<file path="src/rtl/udma_evt_queue.sv">
// udma_evt_queue: round-robin event-pulse collector serialising source IDs into an 8-bit FIFO stream.
// Optional macro UDMA_EVT_QUEUE_OVF_CNT_EN adds the saturating ovf_cnt_o drop counter.
module udma_evt_queue #(
  parameter int N_SRC    = 4,
  parameter int DEPTH    = 8,
  parameter int EVT_BASE = 0
) (
  input  logic             clk_i,
  input  logic             rst_i,
  input  logic [N_SRC-1:0] src_evt_i,
  output logic             event_valid_o,
  output logic [7:0]       event_data_o,
  input  logic             event_ready_i,
  input  logic             ovf_clr_i,
  output logic             ovf_o,
  output logic [N_SRC-1:0] ovf_src_o
`ifdef UDMA_EVT_QUEUE_OVF_CNT_EN
  ,
  output logic [15:0]      ovf_cnt_o
`endif
);
  localparam int AW = $clog2(DEPTH);
  localparam int PW = N_SRC > 1 ? $clog2(N_SRC) : 1;
  logic [N_SRC-1:0] pend, gnt_vec, drop;
  logic [PW-1:0] ptr, gidx;
  logic found, grant, pop, full;
  logic [7:0] mem [DEPTH];
  logic [AW-1:0] wr, rd;
  logic [AW:0] cnt;
  assign full = cnt == (AW+1)'(DEPTH);
  assign event_valid_o = cnt != '0;
  assign event_data_o = event_valid_o ? mem[rd] : 8'd0;
  assign pop = event_valid_o & event_ready_i;
  assign grant = found & (!full | pop);
  assign gnt_vec = grant ? (N_SRC'(1) << gidx) : '0;
  assign drop = src_evt_i & pend & ~gnt_vec;
  assign ovf_o = |ovf_src_o;
  // Descending scan so the closest set bit after ptr is the last one written.
  always_comb begin
    found = 1'b0;
    gidx = '0;
    for (int k = N_SRC; k >= 1; k--)
      if (pend[PW'((int'(ptr) + k) % N_SRC)]) begin
        found = 1'b1;
        gidx = PW'((int'(ptr) + k) % N_SRC);
      end
  end
  always_ff @(posedge clk_i) begin
    if (rst_i) begin
      pend <= '0;
      ptr <= PW'(N_SRC - 1);
      wr <= '0;
      rd <= '0;
      cnt <= '0;
      ovf_src_o <= '0;
    end else begin
      pend <= (pend & ~gnt_vec) | src_evt_i;
      if (grant) begin
        ptr <= gidx;
        wr <= wr + AW'(1);
      end
      if (pop) rd <= rd + AW'(1);
      cnt <= cnt + (AW+1)'(grant) - (AW+1)'(pop);
      ovf_src_o <= (ovf_clr_i ? '0 : ovf_src_o) | drop;
    end
  end
  always_ff @(posedge clk_i)
    if (grant) mem[wr] <= 8'(EVT_BASE) + 8'(gidx);
`ifdef UDMA_EVT_QUEUE_OVF_CNT_EN
  logic [16:0] cnt_sum;
  assign cnt_sum = {1'b0, ovf_clr_i ? 16'd0 : ovf_cnt_o} + 17'($countones(drop));
  always_ff @(posedge clk_i)
    if (rst_i) ovf_cnt_o <= '0;
    else ovf_cnt_o <= cnt_sum[16] ? 16'hFFFF : cnt_sum[15:0];
`endif
endmodule

</file>
<file path="config.mk">
export PLATFORM = sky130hd
export DESIGN_NAME = udma_evt_queue
export DESIGN_NICKNAME = d
export VERILOG_FILES = /design/src/rtl/udma_evt_queue.sv
export SDC_FILE = /design/constraint.sdc
export NUM_CORES = 1
export LEC_CHECK = 0
export CAP_MARGIN = 15
export CORE_ASPECT_RATIO = 0.6
export CORE_MARGIN = 5
export CORE_UTILIZATION = 52
export CTS_BUF_LIST = sky130_fd_sc_hd__clkbuf_8
export DETAILED_ROUTE_END_ITERATION = 10
export GPL_TIMING_DRIVEN = 0
export PLACE_DENSITY = 0.78
export SETUP_SLACK_MARGIN = 0.02
export SKIP_LAST_GASP = 1
export SYNTH_ARGS = -nofsm -noshare
export SYNTH_HDL_FRONTEND = slang
export SYNTH_SLANG_ARGS = --single-unit
</file>
<file path="constraint.sdc">
create_clock -name clk_i -period 2.4 [get_ports clk_i]
set_input_delay 0.6 -clock clk_i [delete_from_list [all_inputs] [get_ports clk_i]]
set_output_delay 0.6 -clock clk_i [all_outputs]
set_load 0.02 [all_outputs]
</file>
==> results.yml, run 1 <==
run_status:
  status: "completed"
routing:
  drt_iter0_drc: 146
  vias: 1300
  antenna_left: 0
  drt-vias-per-instance: 5.44
  drc: 0
  avgRoutedWirePerCell_um: 15.7
  wl_um: 3740
  drt_first_pass_iters: 4
logic_synthesis:
  yosysSeqAreaShare_pct: 50.8
  synth_ff_type: "dfxtp_1"
  yosys.area.top_type: "edfxtp_1"
  ys_ff_latch: 39
  yosys.area.top_type_share_pct: 25.9
  async_flop_share_pct: 0
  synth_edf_count: 16
  synthTopCellsByArea: "edfxtp_1 26%, dfxtp_1 25%, ha_1 5.4%, mux4_2 4.9%, buf_4 2.8%"
  netlist-cell-type-count: 44
  ys_warn_count: 0
  netlist_instances: 165
  syn_area_um2: 1850
  synth.avg_cell_area_um2: 11.2
setup_path:
  cp_slowest_cell: "mux4_2"
  slowest_delay_ns: 0.49
  ff2ff_path_depth: 10
  start_kind: "flop"
  rr_startpoint: "cnt[2]"
  arrival_ns: 1.71
  cp.required_ns: 1.80
  rrSetupSlack_ns: 0.10
  crit_fanout: 4
  crit_chain: "mux4_2 > mux2i_1 > a21oi_1 > clkdlybuf4s15_1"
  endpoint_kind: "output port"
  rr_endpoint: "cnt[1]"
  worstSetupPathType: "reg -> out"
cts:
  cts.clk_slew.worst_paths_ns: 0.07
  cts_buffers: 5
  clock_path_buffers: 2
  htree_num_levels: 2
  cts-root-buf: "clkbuf_8"
  cts_hold_buf: 0
  cts_tree: "yes"
  clk_latency_ns: 0.29
  clock-sinks: 39
finish:
  drive_gt1_share_pct: 21.6
  n_fill_cell: 263
  area_delta_synth_final_pct: 19.2
  layout.nets: 210
  insertedDiodeCount: 0
  register_area_um2: 945
  multi_input_area_um2: 857
sta:
  worstMarginPinSlew_ns: 0.578
  layout_min_cycle_time_ns: 2.31
  rsz0062_at_grt: "yes"
  drv_slew: 0
  fin_skew_ns: 0.0109
  fin_tns_setup_ns: 0
  layout_setup_ws_ns: 0.0883
  relSlewSlack_pct: 61.1
  setup_viol: 0
  timing.fmax_ghz: 0.433
  timing.final.crit_share_pct: 96.3
  final_hold_viol_count: 0
min_path:
  hp-class: "reg -> reg"
  whs_path_depth: 2
  hold_start: "rd[1]"
grt:
  grt_pass1_vias: 1285
  antenna_found_initial: 0
  grt_overflow: 0
  grt_pass1_wl_um: 6420
  grt_max_degree: 13
  track_usage_pct: 17.2
floorplanning:
  num_rows: 16
  die_height_um: 56.2
  core_area_um2: 3340
  die_w_um: 87.1
  start_util_pct: 55.4
  io_pins: 22
  die_area_um2: 4900
placement:
  post-place-ws_ns: -0.252
  io_buffers: 14
  globalplace.congestion: 0.736
  dp_hpwl_um: 2830
power:
  p_leak_nw: 0.840
  clkPwrFrac_pct: 17.3
  power_density_nw_per_um2: 1160
  cellInternalPower_mw: 1.63
  swShare_pct: 36.6
  combPwrFrac_pct: 42.5
  peakVddDrop_mv: 0.608
  p_seq_share_pct: 40.1
  power_mw: 2.57
  power.net_switching_mw: 0.942
run:
  maxCapViolations: 0
## synthesized netlist by cell type (all sizes together) (5+ instances only)
library cell / n
a21oi: 7
buf: 8
dfxtp: 23
edfxtp: 16
ha: 8
inv: 11
nand2: 14
nand2b: 5
nand3b: 5
nor2: 10
## power by group through the flow
stage | Sequential (mW) | Clock (mW) | Combinational (mW)
2_1_floorplan | 1.00 | 0 | 0.763
3_3_place_gp | 1.01 | 0 | 0.991
3_5_place_dp | 1.03 | 0 | 1.05
4_1_cts | 1.02 | 0.460 | 1.04
5_1_grt | 1.06 | 0.493 | 1.23
6_report | 1.03 | 0.446 | 1.09
## layout by cell type (no fill, tap or decap), drive strengths merged, types with 2 or more instances in the layout
| cell type | Yosys | routed |
|---|---|---|
| nand3 | 4 | 4 |
| nor3 | 2 | 2 |
| nand3b | 5 | 5 |
| nor4b | 2 | 2 |
| conb | 1 | 6 |
| nand2 | 14 | 14 |
| xnor2 | 3 | 3 |
| clkbuf | 3 | 10 |
| ha | 8 | 8 |
| a311oi | 2 | 2 |
| a21o | 2 | 2 |
| nor2 | 10 | 10 |
| nor2b | 2 | 2 |
| o31ai | 4 | 4 |
| a21oi | 7 | 7 |
| dfxtp | 23 | 23 |
| clkdlybuf4s50 | 0 | 10 |
| mux4 | 4 | 4 |
| a211oi | 2 | 2 |
| mux2i | 2 | 2 |
| edfxtp | 16 | 16 |
| nor3b | 3 | 3 |
| inv | 11 | 12 |
| xor2 | 2 | 2 |
| o2bb2ai | 4 | 4 |
| buf | 8 | 10 |
| nor4 | 2 | 2 |
| nand2b | 5 | 5 |
| o21ai | 3 | 3 |
## registers in the layout, summed over array words and instances (netlist names), named ones only
register,flops
cnt,4
mem,16
pend,4
wr,3
ptr,2
rd,3
ovf_src_o,4
## worst max-delay path: cells and delay by family, from the launching register on
family / cells / cell delay [ns]
flip-flops: 1 / 0.39
AO/OA/AOI/OAI: 1 / 0.06
multiplexers: 2 / 0.66
buffers and inverters: 1 / 0.31
## cell families (layout without fill, tap and decap cells)
family / count (synthesis) / in the layout / share of synthesized area, %
other: 1 / 6 / 0.202
AO/OA/AOI/OAI: 29 / 29 / 12.6
AND/OR/NAND/NOR: 54 / 54 / 15.7
adder cells (fa/ha/maj): 9 / 9 / 6.48
XOR/XNOR: 5 / 5 / 2.36
buffers and inverters: 22 / 46 / 5.87
flip-flops: 39 / 39 / 50.8
multiplexers: 6 / 6 / 5.94
## what timing repair did
item,CTS,global route
buffers inserted,1,1
gates resized for setup,6,14
pin swaps,1,2
cloned,0,0
endpoints found under the setup margin,6,15
## routing by layer
metal  track usage, %  vias to the layer above  routed length, um
met4             6.89                        0                 69
met2             22.6                       41               1580
li1                 -                      644                  -
met5                0                        -                  0
met3             6.95                       10                253
met1             24.7                      605               1840
## worst max path at each step
stage,start,to,slack [ns],cells past startpoint
floorplan,cnt[2],cnt[2],0.08,11
global placement,event_ready_i,cnt[1],-0.20,7
detailed placement,event_ready_i,cnt[1],-0.25,7
CTS,flop,event_data_o[1],0.03,4
global route,flop,event_data_o[1],-0.005,4
finish,flop,event_data_o[1],0.09,4
## area by class of cell
type / instances / area share, %
plain buffers: 11 / 3.06
clock buffers: 6 / 3.74
clock inverters: 2 / 0.396
inverters: 11 / 1.87
multi-input cells: 109 / 38.8
flip-flops and latches: 39 / 42.8
well taps: 45 / 2.55
repair buffers: 16 / 6.85
## stage by stage
step                      area, um^2  utilization, %  cells  hold slack, ns
after floorplan                 1870               -    170           0.454
after global placement          2070            61.9    229           0.469
after detailed placement        2070            61.9    229           0.477
after CTS                       2170            65.0    238           0.489
after global routing            2210            66.1    239           0.527
final                           2210            66.1    239           0.493
Power figures use the tool's default switching activity.
==> run 2: changes to the inputs <==
- CAP_MARGIN: 15 -> 25
==> results of run 2 <==
Same layout as run 1: the final DEF is identical, and so are final timing and power.
